**config.mk**
```make
export PLATFORM = sky130hd
export DESIGN_NAME = simd_program_encoder
export DESIGN_NICKNAME = d
export VERILOG_FILES = /design/src/rtl/simd_isa_pkg.sv /design/src/rtl/simd_instr_pack.sv /design/src/rtl/simd_program_encoder.sv
export SDC_FILE = /design/constraint.sdc
export NUM_CORES = 1
export LEC_CHECK = 0
export ABC_AREA = 1
export CAP_MARGIN = 20
export CORE_MARGIN = 3
export CORE_UTILIZATION = 40
export DETAILED_ROUTE_END_ITERATION = 10
export GPL_ROUTABILITY_DRIVEN = 0
export GPL_TIMING_DRIVEN = 1
export MAX_ROUTING_LAYER = met4
export PLACE_DENSITY = 0.71
export SLEW_MARGIN = 15
export SYNTH_ARGS = -nofsm -noshare
export SYNTH_HDL_FRONTEND = slang
export SYNTH_HIERARCHICAL = 1
export SYNTH_SLANG_ARGS = --single-unit
```
**constraint.sdc**
```tcl
create_clock -name clk -period 1.57 [get_ports clk]
set_input_delay 0.2355 -clock clk [delete_from_list [all_inputs] [get_ports clk]]
set_output_delay 0.2355 -clock clk [all_outputs]
set_load 0.1 [all_outputs]
```
**src/rtl/simd_isa_pkg.sv**
```systemverilog
// Shared ISA definitions for the SIMD encoder/decoder pair: type codes,
// opcode fields and the fixed RET word.
package simd_isa_pkg;

    typedef enum logic [2:0] {
        T_ADD  = 3'b000,
        T_SUB  = 3'b001,
        T_MUL  = 3'b010,
        T_UDIV = 3'b011,
        T_FADD = 3'b100,
        T_FSUB = 3'b101,
        T_LOAD = 3'b110,
        T_RET  = 3'b111
    } instr_type_e;

    localparam logic [10:0] OP_ADD  = 11'b10001011000;
    localparam logic [10:0] OP_SUB  = 11'b11001011000;
    localparam logic [10:0] OP_MUL  = 11'b10011011000;
    localparam logic [10:0] OP_UDIV = 11'b10011010110;
    localparam logic [10:0] OP_FP   = 11'b00011110011;
    localparam logic [10:0] OP_LOAD = 11'b10101010101;

    localparam logic [5:0] FN_FADD = 6'b001010;
    localparam logic [5:0] FN_FSUB = 6'b001110;

    localparam logic [31:0] RET_WORD = 32'hD65F03C0;

    typedef enum logic [1:0] {
        S_RUN  = 2'd0,
        S_TERM = 2'd1,
        S_DONE = 2'd2
    } enc_state_e;

endpackage

```
**src/rtl/simd_instr_pack.sv**
```systemverilog
// Combinational packer: decoded instruction fields to one 32-bit ISA word.
module simd_instr_pack
    import simd_isa_pkg::*;
(
    input  logic [2:0]  type_i,
    input  logic [4:0]  rd_i,
    input  logic [4:0]  rn_i,
    input  logic [4:0]  rm_i,
    input  logic [5:0]  shamt_i,
    input  logic [8:0]  addr_i,
    output logic [31:0] word_o
);

    always_comb begin
        word_o = RET_WORD;
        case (type_i)
            T_ADD:  word_o = {OP_ADD,  rm_i, shamt_i, rn_i, rd_i};
            T_SUB:  word_o = {OP_SUB,  rm_i, shamt_i, rn_i, rd_i};
            T_MUL:  word_o = {OP_MUL,  rm_i, shamt_i, rn_i, rd_i};
            T_UDIV: word_o = {OP_UDIV, rm_i, shamt_i, rn_i, rd_i};
            // FP ops carry a fixed function field where R-type has the shift.
            T_FADD: word_o = {OP_FP,   rm_i, FN_FADD, rn_i, rd_i};
            T_FSUB: word_o = {OP_FP,   rm_i, FN_FSUB, rn_i, rd_i};
            T_LOAD: word_o = {OP_LOAD, addr_i, 2'b00, rn_i, rd_i};
            default: word_o = RET_WORD;
        endcase
    end

endmodule

```
**src/rtl/simd_program_encoder.sv**
```systemverilog
// Packs a stream of decoded instructions into sequential instruction-memory
// writes, terminates the program with RET and reports its length.
module simd_program_encoder
    import simd_isa_pkg::*;
#(
    parameter int DEPTH = 64,
    parameter int AW    = $clog2(DEPTH)
) (
    input  logic          clk,
    input  logic          rst_n,
    input  logic          clear,
    input  logic          in_valid,
    output logic          in_ready,
    input  logic [2:0]    in_type,
    input  logic [4:0]    in_rd,
    input  logic [4:0]    in_rn,
    input  logic [4:0]    in_rm,
    input  logic [5:0]    in_shamt,
    input  logic [8:0]    in_addr,
    input  logic          in_last,
    output logic          imem_we,
    output logic [AW-1:0] imem_addr,
    output logic [31:0]   imem_wdata,
    output logic [AW:0]   prog_len,
    output logic          done,
    output logic          overflow,
    output enc_state_e    dbg_state
);

    // Handshake: a bundle transfers on a rising edge where in_valid and
    // in_ready are both high; in_ready never depends on in_valid.

    localparam logic [AW:0] LAST_SLOT = (AW+1)'(DEPTH - 1);

    enc_state_e    state_q, state_d;
    logic [AW:0]   ptr_q, ptr_d;
    logic          we_q, we_d;
    logic [AW-1:0] addr_q, addr_d;
    logic [31:0]   wdata_q, wdata_d;
    logic          done_q, done_d;
    logic          ovf_q, ovf_d;
    logic [31:0]   packed_word;
    logic          accept;

    simd_instr_pack u_pack (
        .type_i  (in_type),
        .rd_i    (in_rd),
        .rn_i    (in_rn),
        .rm_i    (in_rm),
        .shamt_i (in_shamt),
        .addr_i  (in_addr),
        .word_o  (packed_word)
    );

    // The last slot is reserved for the terminating RET.
    assign in_ready = rst_n && !clear && (state_q == S_RUN) && (ptr_q < LAST_SLOT);
    assign accept   = in_valid && in_ready;

    always_comb begin
        state_d = state_q;
        ptr_d   = ptr_q;
        we_d    = 1'b0;
        addr_d  = addr_q;
        wdata_d = wdata_q;
        done_d  = done_q;
        ovf_d   = ovf_q;
        if (clear) begin
            state_d = S_RUN;
            ptr_d   = '0;
            done_d  = 1'b0;
            ovf_d   = 1'b0;
        end else begin
            case (state_q)
                S_RUN: begin
                    if (accept) begin
                        we_d    = 1'b1;
                        addr_d  = ptr_q[AW-1:0];
                        wdata_d = packed_word;
                        ptr_d   = ptr_q + (AW+1)'(1);
                        if (in_type == T_RET) begin
                            state_d = S_DONE;
                        end else if (in_last) begin
                            state_d = S_TERM;
                        end
                    end else if (in_valid && (ptr_q == LAST_SLOT)) begin
                        ovf_d   = 1'b1;
                        state_d = S_TERM;
                    end
                end
                S_TERM: begin
                    we_d    = 1'b1;
                    addr_d  = ptr_q[AW-1:0];
                    wdata_d = RET_WORD;
                    ptr_d   = ptr_q + (AW+1)'(1);
                    state_d = S_DONE;
                end
                S_DONE: begin
                    // Raised one cycle after entry so it follows the RET write.
                    done_d = 1'b1;
                end
                default: state_d = S_RUN;
            endcase
        end
    end

    always_ff @(posedge clk or negedge rst_n) begin
        if (!rst_n) begin
            state_q <= S_RUN;
            ptr_q   <= '0;
            we_q    <= 1'b0;
            addr_q  <= '0;
            wdata_q <= '0;
            done_q  <= 1'b0;
            ovf_q   <= 1'b0;
        end else begin
            state_q <= state_d;
            ptr_q   <= ptr_d;
            we_q    <= we_d;
            addr_q  <= addr_d;
            wdata_q <= wdata_d;
            done_q  <= done_d;
            ovf_q   <= ovf_d;
        end
    end

    assign imem_we    = we_q;
    assign imem_addr  = addr_q;
    assign imem_wdata = wdata_q;
    assign prog_len   = ptr_q;
    assign done       = done_q;
    assign overflow   = ovf_q;
    assign dbg_state  = state_q;

endmodule

```
# Yosys cells after proc, flatten, opt, wreduce, memory -nomap -nowiden
# Cells that the tools add are included.
totals:
  regBits: 50
  inputBits: 38
  output_inout_bits: 51
  word_cells: 66
classes:
  addsub: 1
  n_lt_le_gt_ge: 1
  eq_ne: 16
  n_mux: 23
  n_bitwise: 1
  n_reduce_logical: 17
ops:
  columns: ["operator", "count"]
  rows:
  - ["case mux 32 bit (7 select lines)", 1]
  - ["case mux 32 bit (2 select lines)", 1]
  - ["2-to-1 mux 32 bit", 1]
  - ["2-to-1 mux 7 bit", 2]
  - ["case mux 7 bit (2 select lines)", 1]
  - ["equality test 3 bit, second input constant", 4]
  - ["case mux 6 bit (2 select lines)", 1]
  - ["2-to-1 mux 2 bit", 5]
  - ["AND reduction 3 bit", 3]
  - ["2-to-1 mux 1 bit", 8]
  - ["nonzero test 2 bit", 4]
  - ["adder 7 x 1 -> 7 bit, second input constant", 1]
  - ["equality test 7 x 6 -> 1 bit, second input constant", 1]
  - ["less-than comparator 7 x 6 -> 1 bit, second input constant", 1]
  - ["equality test 3 x 2 -> 1 bit, second input constant", 2]
  - ["2-to-1 mux 6 bit", 1]
  - ["!= test 2 bit, second input constant", 3]
  - ["case mux 2 bit (3 select lines)", 1]
  - ["logical AND 1 bit", 5]
  - ["!= test 5 x 4 -> 1 bit, second input constant", 1]
  - ["!= test 4 x 3 -> 1 bit, second input constant", 1]
  - ["equality test 3 x 1 -> 1 bit, second input constant", 1]
  - ["zero test 3 bit", 1]
  - ["!= test 3 bit, second input constant", 1]
  - ["other kinds (8)", 8]

# Logic depth before layout (Yosys ltp)
# Gate-level depths: netlist (run 1).
depth:
  word_depth: 8
  depth_mapped: 9
  depth_no_buf: 9

# By module
# The synthesis (run 1) kept the hierarchy.
modules_own_cells:
  columns: ["module", "n_inst", "cells_per_inst", "area_each_um2", "seq_area_each_um2"]
  rows:
  - ["simd_program_encoder", 1, 242, 2368.5, 1251.2]
  - ["simd_instr_pack", 1, 77, 341.6, 0.0]

# Worst setup path before layout (run 1)
# OpenSTA, ideal clock, no wires.
synth_path:
  path_kind: "register to register"
  start: "register state_q[0], in the netlist dbg_state[0]"
  end: "register ptr_q[0], in the netlist prog_len[0]"
  setup_time_ns: 0.154
  arrival_ns: 2.084
  t_required_ns: 1.416
  setup_slack_ns: -0.667
  stages_incl_launch_ff: 7
  n_path_buf: 1
  synth_period_minus_slack_ns: 2.237
  path_cell_list: "dfrtp_1 > inv_1 > nor2_1 > inv_1 > clkbuf_1 > nand4_1 > o21ai_2"
synth_between:
  elab_chain_cells: 6
  elab_cells_between_ends: 10
  classes_between: "eq/ne: 2; mux: 2; reduce/logical: 6"
synth_lines:
  columns: ["item", "line", "source"]
  rows:
  - ["from (decl)", "simd_program_encoder.sv:35", "enc_state_e state_q, state_d;"]
  - ["from (signal assigned)", "simd_program_encoder.sv:116", "state_q <= state_d;"]
  - ["zero test 2 bit", "simd_program_encoder.sv:56, simd_program_encoder.sv:73", null]
  - ["logical AND 1 bit (2 in a row)", "simd_program_encoder.sv:56", "assign in_ready = rst_n && !clear && (state_q == S_RUN) && (ptr_q < LAST_SLOT);"]
  - ["logical AND 1 bit", "simd_program_encoder.sv:57", "assign accept = in_valid && in_ready;"]
  - ["!= test 3 bit (no line)", null, null]
  - ["AND reduction 2 bit (no line)", null, null]
  - ["to (signal assigned)", "simd_program_encoder.sv:117", "ptr_q <= ptr_d;"]
  - ["to (decl)", "simd_program_encoder.sv:36", "logic [AW:0] ptr_q, ptr_d;"]
# Parallel ways exist; a longest one is shown, timed or not.
# A chain may end at the register's enable or synchronous reset.

# Worst setup path after layout (run 1)
layout_path:
  start: "register state_q[1], in the netlist dbg_state[1]"
  end: "output in_ready"
layout_between:
  elab_chain_cells: 3
layout_lines:
  columns: ["item", "line", "source"]
  rows:
  - ["zero test 2 bit", "simd_program_encoder.sv:56", null]
  - ["logical AND 1 bit (2 in a row)", "simd_program_encoder.sv:56", null]
  - ["to (decl)", "simd_program_encoder.sv:13", "output logic in_ready,"]
# No other way between the ends.

==> results of run 1 <==
layer usage:
metal / global-route usage, % / up-vias
met1: 24.5 / 1215
met5: - / -
met2: 31.7 / 90
met4: 5.22 / 0
li1: - / 1270
met3: 4.28 / 13
power by group through the flow:
| stage | combinational [W] | sequential [W] | clock (W) |
|---|---|---|---|
| finish | 0.00408 | 0.00191 | 0.000782 |
| floorplan | 0.000557 | 0.00367 | 0 |
| detailed placement | 0.00395 | 0.00190 | 0 |
| global placement | 0.00392 | 0.00189 | 0 |
| global route | 0.00422 | 0.00195 | 0.000841 |
| CTS | 0.00396 | 0.00188 | 0.000809 |
cell type report:
class	instances	area (sq um)	share of cell area [%]
Timing Repair Buffer	130	1870	38.7
Multi-Input combinational cell	225	1360	28.2
Sequential cell	50	1280	26.6
Inverter	30	120	2.49
Tap cell	77	96.3	2.00
Clock buffer	6	82.6	1.71
Clock inverter	2	12.5	0.259
worst max-delay path: cells and delay by family (launching register included):
kind / cells / cell delay [ns]
buffers and inverters: 2 / 0.27
DFF: 1 / 0.50
and+or+nand+nor: 4 / 0.39
cells in the mapped netlist, drive strengths merged:
cell / instances / area, sq um
xnor2: 1 / 8.76
nor3: 1 / 5.00
ha: 1 / 12.5
clkinv: 1 / 3.75
buf: 12 / 121
o21ai: 47 / 393
inv: 29 / 109
xor2: 2 / 17.5
clkbuf: 3 / 11.3
a21oi: 2 / 10.0
nand2: 111 / 447
dfrtp: 50 / 1250
nand3: 16 / 92.6
nand4: 16 / 100
and2: 1 / 7.51
nor2: 25 / 116
conb: 1 / 3.75
cells by family after synthesis:
group	count (synthesis)	synth area share (%)
flops	50	46.2
fa+ha+maj	1	0.462
other cells	1	0.138
xor+xnor	3	0.970
compound gates	49	14.9
simple gates	170	28.3
buf+inv	45	9.05
per-stage QoR:
step / hold slack, ns / util [%] / TNS (ns) / power [W]
global route: 0.173 / 74.7 / -6.81 / 0.00702
global placement: 0.429 / 67.7 / -4.09 / 0.00581
detailed placement: 0.441 / 67.7 / -5.60 / 0.00585
finish: 0.0970 / 74.7 / -3.68 / 0.00678
CTS: 0.100 / 69.4 / -0.160 / 0.00664
floorplan: -0.0601 / - / -5.72 / 0.00423
repair_timing:
item	CTS	global route
cloned	0	8
pin swaps	1	6
setup endpoints to repair	1	45
resized for setup	0	48
setup buffers	2	4
sequential cells by signal, indices dropped and copies added, names as in the netlist:
signal      cells
prog_len        7
imem_we         1
imem_wdata     32
imem_addr       6
done            1
overflow        1
dbg_state       2
worst min-delay path by stage:
stage | depth (start not counted) | to | startpoint
floorplan | 0 | done | rst_n
global placement | 2 | imem_addr[3] | rst_n
detailed placement | 2 | imem_addr[5] | rst_n
CTS | 2 | imem_addr[5] | rst_n
global route | 2 | imem_addr[5] | rst_n
finish | 2 | imem_addr[5] | rst_n
==> metrics, run 1 <==
outcome finished, violations left; failing checks negative setup slack; WP data required 1.33 ns; Post-DRT Antenna Nets 0; DR WL met2 3.92 mm; Top Ports 89; count of state elements after synthesis 50; CP most frequent cell nor2_4; DIE AREA 7800 sq um; initial antenna violation count 0; Final Cell Area 4830 sq um; P_int 0.00340 W; Syn Inst Count 319; largest net degree at the start of global routing 51; crit-path max cell delay 0.50 ns; I/O Buffers 88; Sw Pwr 0.00338 W; Area Growth Syn to Fin 78.1%; skew final 0.0117 ns; nets 481; fin. max-slew vios 0; overall routed net length 7.73 mm; largest fanout on the critical path 2; Tmin final 1.70 ns; top sig layer met4; vias per inst 4.98; Root Buffer clkbuf_8; Synth Net Count 358; Longest Clk Path Bufs 2; pwr/cell area 1410 nW/um^2; CP Launch Type flop; Seq/Total Area, Yosys 46.2%; Core Box Area 6460 sq um; r2r startpoint dbg_state[1]; vias in the first global route 2464; post-synthesis cell type count 25; Initial DRT Pass Iterations 4; number of fill cells 429; Critical R2R Capture imem_wdata[31]; Final setup viols 48; number of synthesis warnings 6; Die Height 88.3 um; placed instance area 4380 sq um; Slew @ Worst Pin 0.630 ns; Hold Fails Final Rpt 0; clock slew at reported path FFs 0.09 ns; crit path capture in_ready; first-pass GRT wire length 11.5 mm; CP arrival 1.47 ns; reg2reg setup slack -0.12 ns; initial core utilization 42.0%; mapped cell area 2710 sq um; Via Count 2588; DPL Wire Length 5.24 mm; RSZ-0062 raised after global routing true; leading cell type in the layout, fill and taps excluded nand2_1; CP startpoint dbg_state[1]; sequential power share 28.2%; Overflow after GRT 0; period utilization 108%; standard-cell row count 29; VDD IR-drop max 1.49 mV; gr usage total 19.4%; Slowest cell on crit path dfrtp_4; placed insts 498; critical path endpoint category output pin; worst skew pair latency 0.30 ns; CP cell instances nor2_4, nand2_2, nor2_4, buf_4, and2_4, buf_12; Avg Cell Area, Syn 8.50 sq um; H-tree levels 2; DRC viols 0; met1 wire length 3.13 mm; cts bufs inserted 5; worst r2r path cells 11; routed length on met3 493 um; Routed WL per cell 14.9 um; most frequent cells in the layout nand2_1 (66), buf_12 (54), o21ai_2 (42), nand2_2 (41), dfrtp_1 (41); CTS tree done; power share of the clock group 11.5%; Switching Fraction 49.8%; Slew headroom 58.0%; # diodes 0; final worst slack -0.133 ns; max capacitance violation total 0; Cell Count, Final, Fillers Out 520; Leak 2.27 nW; clk sinks 50; Hold Path Class in -> async; Gate power share 60.2%; post-place setup slack -0.153 ns; Iteration-0 DRC Markers 83; die extent in x 88.3 um; layout cell share with drive strength beyond 1 48.1%; f_max 0.587 GHz; hold buffer count at CTS 0; kind of critical path reg -> out
Power figures use the tool's default switching activity.
==> run 2: changes to the inputs <==
CORE_UTILIZATION = 42   (was 40)
PLACE_DENSITY = 0.74   (was 0.71)
REMOVE_ABC_BUFFERS = 1   (was default)
SLEW_MARGIN = 0   (was 15)
==> run 2 against run 1 <==
Power about the same; clock skew is 0.0048 ns lower; sequential share of layout area rose by 0.052 points; die area decreased by 4.4%; final area down 2.7%; critical path depth increased by 4; flip-flop and latch count is the same; routed wire length up 2.3%; largest cell class unchanged; non-clock buffer count increased by 2; the run still ends with negative setup slack left.
==> metrics, run 2 (synthesized netlist as in run 1, its figures left out) <==
failing checks negative setup slack; crit-path max cell delay 0.44 ns (-0.06 ns); worst r2r path cells 10 (-1); RSZ-0062 raised after global routing true; CP arrival 1.86 ns (+0.39 ns); leading cell type in the layout, fill and taps excluded nand2_1; Hold Fails Final Rpt 0 (unchanged); Area Growth Syn to Fin 73.2%; standard-cell row count 28 (-3.4%); H-tree levels 2 (unchanged); vias per inst 5.08 (+2.0%); Die Height 86.3 um (-2.2%); CP delay by family, top simple AND/OR/NAND/NOR gates; final worst slack -0.0902 ns (+0.0428 ns); WP data required 1.77 ns (+0.44 ns); largest net degree at the start of global routing 51 (unchanged); overall routed net length 7.90 mm (+2.3%); Tot Pwr 0.00679 W (about the same); placed insts 497 (-0.20%); CP most frequent cell nor2_4; Setup TNS -2.17 ns (+1.52 ns); Slew headroom 57.4% (-0.57 points); critical path endpoint category flop; VDD IR-drop max 1.13 mV (-24%); nets 483 (+0.42%); skew final 0.00689 ns (-0.00483 ns); Tmin final 1.66 ns (-0.0428 ns); initial core utilization 44.5% (+2.5 points); cts bufs inserted 5 (unchanged); Initial DRT Pass Iterations 4 (unchanged); fin. max-slew vios 0 (unchanged); Top Ports 89 (unchanged); vias in the first global route 2403 (-2.5%); CP Launch Type flop; worst skew pair latency 0.30 ns (about the same); Core Box Area 6100 sq um (-5.6%); max capacitance violation total 0 (unchanged); DRC viols 0 (unchanged); initial antenna violation count 0 (unchanged); hold buffer count at CTS 0 (unchanged); Leak 2.28 nW (+0.49%); Post-DRT Antenna Nets 0 (unchanged); Longest Clk Path Bufs 2 (unchanged); Routed WL per cell 15.2 um (+2.3%); pwr/cell area 1450 nW/um^2 (+2.9%); I/O Buffers 88 (unchanged); CTS tree done; period utilization 106% (-2.7 points); Via Count 2639 (+2.0%); gr usage total 19.8% (+0.38 points); Iteration-0 DRC Markers 180 (+120%); Slew @ Worst Pin 0.639 ns (+0.00858 ns); CP Depth 10 (+4); number of flip-flops in the largest register 32 (unchanged); Final setup viols 44 (-8.3%); DIE AREA 7450 sq um (-4.4%); layout cell share with drive strength beyond 1 38.0% (-10 points); # diodes 0 (unchanged); first-pass GRT wire length 11.5 mm (-0.36%); CP cell instances nor2_4, nand2_2, nor2_4, buf_4, nand3_4, nand2_4, nand2_8, clkbuf_16, nand2_1, o21ai_2; Root Buffer clkbuf_8; largest fanout on the critical path 8 (+6); DPL Wire Length 5.28 mm (+0.74%); Slowest cell on crit path dfrtp_1; Overflow after GRT 0 (unchanged); clock slew at reported path FFs 0.09 ns (about the same); CP bufs+invs 2 (unchanged); die extent in x 86.3 um (-2.2%); Hold Path Class in -> async; f_max 0.602 GHz (+2.6%); outcome finished, violations left; most frequent cells in the layout nand2_1 (100), buf_12 (53), dfrtp_1 (49), o21ai_2 (42), clkdlybuf4s50_1 (35); Cell Count, Final, Fillers Out 520 (unchanged); kind of critical path reg -> reg; clk sinks 50 (unchanged)
## run 2: cell types whose count changed in the layout (fill, tap and decap cells not counted), moves of 2 or more
cell | previous run | this run
nand2_1 | 66 | 100
nand2_2 | 41 | 9
dfrtp_4 | 9 | 0
dfrtp_1 | 41 | 49
buf_4 | 29 | 33
inv_1 | 22 | 25
buf_8 | 2 | 0
inv_2 | 5 | 3
nand2_8 | 3 | 1
## run 2: report_power, final
part	switching, W	internal (W)
combinational	0.00258	0.00144
clock	0.000435	0.000476
sequential	0.000305	0.00155
## run 2: area by class of cell
| type | instances | area, sq um |
|---|---|---|
| fillers | 427 | 1400 |
| clock inverters | 2 | 37.5 |
| multi-input cells | 225 | 1250 |
| clock buffers | 6 | 72.6 |
| inverters | 30 | 115 |
| flip-flops and latches | 50 | 1250 |
| repair buffers | 132 | 1870 |
| well taps | 75 | 93.8 |
## run 2: worst paths after layout
| check | endpoint | slack, ns | from |
|---|---|---|---|
| worst max-delay path | imem_wdata[29] | -0.09 | dbg_state[1] |
| worst min-delay path | imem_wdata[11] | 0.09 | rst_n |
| worst max register to register | imem_wdata[29] | -0.09 | dbg_state[1] |
| worst min register to register | imem_wdata[2] | 0.55 | imem_wdata[2] |
| max in group asynchronous | prog_len[6] | 1.01 | rst_n |
| min in group clk | done | 0.42 | clear |
## run 2: what timing repair did
item | 4_1_cts | 5_1_grt
endpoints found under the setup margin | 5 | 44
pin swaps | 3 | 2
setup buffers | 4 | 2
gates cloned | 0 | 9
resized for setup | 6 | 6
## run 2: routing by layer
metal,vias up,share of wire [%],track usage [%]
li1,1273,-,-
met1,1278,42,25.4
met2,79,52,32.7
met3,9,5.1,3.52
met4,0,1.2,4.82
met5,-,0,-
## run 2: per-stage QoR
step                hold slack (ns)  cell area (sq um)  utilization (%)  setup slack (ns)
finish                       0.0922               4690             77.0           -0.0902
CTS                           0.127               4470             73.3           -0.0466
global route                  0.147               4690             77.0            -0.145
floorplan                   -0.0601               2580                -             -1.11
detailed placement            0.456               4320             70.9            -0.213
global placement              0.457               4320             70.9            -0.120
==> run 3: changes to the inputs <==
MAX_ROUTING_LAYER = default   (was met4)
==> run 3 against run 2 <==
Sequential share of layout area unchanged; register-to-register slack got worse by 0.02 ns; flip-flop and latch count unchanged; clock-buffer cell count stayed put; the run still ends with negative setup slack left; maximum frequency down 0.94%; first-iteration DRC count shrank 10%.
==> metrics, run 3 (synthesized netlist as in run 1, its figures left out) <==
outcome finished, violations left; failing checks negative setup slack; leading cell type in the layout, fill and taps excluded nand2_1; Slowest cell on crit path dfrtp_1; kind of critical path reg -> reg; Initial DRT Pass Iterations 4 (unchanged); gr usage total 19.2% (-0.59 points); Tot Pwr 0.00678 W (about the same); clock slew at reported path FFs 0.09 ns (about the same); initial core utilization 44.5% (unchanged); CP Launch Type flop; Overflow after GRT 0 (unchanged); Die Height 86.3 um (unchanged); Cell Count, Final, Fillers Out 520 (unchanged); nets 483 (unchanged); Top Ports 89 (unchanged); CP startpoint dbg_state[1]; CTS tree done; Core Box Area 6100 sq um (unchanged); f_max 0.597 GHz (-0.94%); Iteration-0 DRC Markers 162 (-10%); RSZ-0062 raised after global routing true; cts bufs inserted 5 (unchanged); layout cell share with drive strength beyond 1 38.0% (unchanged); overall routed net length 7.86 mm (-0.53%); vias in the first global route 2400 (-0.12%); Routed WL per cell 15.1 um (-0.53%); Leak 2.28 nW (unchanged); most frequent cells in the layout nand2_1 (100), buf_12 (53), dfrtp_1 (49), o21ai_2 (42), clkdlybuf4s50_1 (35); Via Count 2660 (+0.80%); WP data required 1.77 ns (about the same); H-tree levels 2 (unchanged); I/O Buffers 88 (unchanged); number of fill cells 427 (unchanged); Post-DRT Antenna Nets 0 (unchanged); critical path endpoint category flop; # diodes 0 (unchanged); hold slack 0.0934 ns (+0.00116 ns); Final Cell Area 4690 sq um (unchanged); final worst slack -0.106 ns (-0.0158 ns); Hold Fails Final Rpt 0 (unchanged); largest net degree at the start of global routing 51 (unchanged); initial antenna violation count 0 (unchanged); die extent in x 86.3 um (unchanged); worst skew pair latency 0.30 ns (about the same); pwr/cell area 1440 nW/um^2 (about the same); fin. max-slew vios 0 (unchanged); skew final 0.00789 ns (+0.000996 ns); Register Area 1250 sq um (unchanged); crit-path max cell delay 0.44 ns (about the same); vias per inst 5.12 (+0.80%); Hold Path Class in -> async; area occupied by multi-input gates 1250 sq um (unchanged); r2r startpoint dbg_state[1]; max capacitance violation total 0 (unchanged); Area Growth Syn to Fin 73.2% (unchanged); placed instance area 4320 sq um (unchanged); standard-cell row count 28 (unchanged); DIE AREA 7450 sq um (unchanged); Longest Clk Path Bufs 2 (unchanged); largest fanout on the critical path 8 (unchanged); first-pass GRT wire length 11.5 mm (+0.30%); CP cell instances nor2_4, nand2_2, nor2_4, buf_4, nand3_4, nand2_4, nand2_8, clkbuf_16, nand2_1, o21ai_2; post-place setup slack -0.213 ns (unchanged); Final setup viols 43 (-2.3%); Root Buffer clkbuf_8; DPL Wire Length 5.28 mm (unchanged); clk sinks 50 (unchanged); period utilization 107% (+1.0 points); Slew @ Worst Pin 0.643 ns (+0.00444 ns); CP arrival 1.87 ns (about the same); Slew headroom 57.1% (-0.30 points); number of flip-flops in the largest register 32 (unchanged); DRC viols 0 (unchanged); VDD IR-drop max 1.13 mV (-0.18%); placed insts 497 (unchanged); Tmin final 1.68 ns (+0.0158 ns); CP most frequent cell nor2_4
[run 3: layout make-up]
class,count,share of cell area (%)
repair buffers,132,39.9
flip-flops and latches,50,26.7
multi-input cells,225,26.6
inverters,30,2.45
well taps,75,2.00
clock buffers,6,1.55
clock inverters,2,0.800
[run 3: repair_timing]
item                                    in CTS  in global routing
endpoints found under the setup margin       5                 44
pin swaps                                    3                  2
buffers inserted                             4                  2
hold buffers                                 0                  0
gates cloned                                 0                  9
resized for setup                            6                  6
[run 3: through the flow]
stage / TNS [ns] / utilization (%)
after floorplan: -50.61 / -
after global placement: -4.66 / 70.9
after detailed placement: -8.67 / 70.9
after CTS: -0.0466 / 73.3
final: -2.14 / 77.0
after global routing: -5.00 / 77.0
[run 3: power by group]
group	internal (W)	switching (W)	total [W]
registers	0.00155	0.000304	0.00186
logic	0.00144	0.00258	0.00402
clock network	0.000476	0.000432	0.000908
total	0.00347	0.00331	0.00678
[run 3: per-layer routing]
metal / global-route usage, % / routed length, um / up-vias
met5: 0 / 0 / -
met4: 4.82 / 97 / 0
met3: 4.47 / 465 / 10
met2: 32.7 / 4140 / 80
met1: 24.7 / 3160 / 1294
li1: - / - / 1276
[run 3: final timing paths]
kind | end | slack, ns | cells past startpoint
hold / removal | imem_wdata[11] | 0.09 | 2
hold reg to reg | imem_wdata[2] | 0.55 | 2
setup / recovery | imem_wdata[29] | -0.11 | 10
max in group asynchronous | prog_len[6] | 1.01 | 2
setup reg to reg | imem_wdata[29] | -0.11 | 10
min in group clk | done | 0.42 | 3
[run 3: worst max-delay path: cells and delay by family, from the launching register on]
family	cells	cell delay, ns
AND/OR/NAND/NOR	7	0.75
flip-flops	1	0.44
buffers and inverters	2	0.31
AO/OA/AOI/OAI	1	0.06
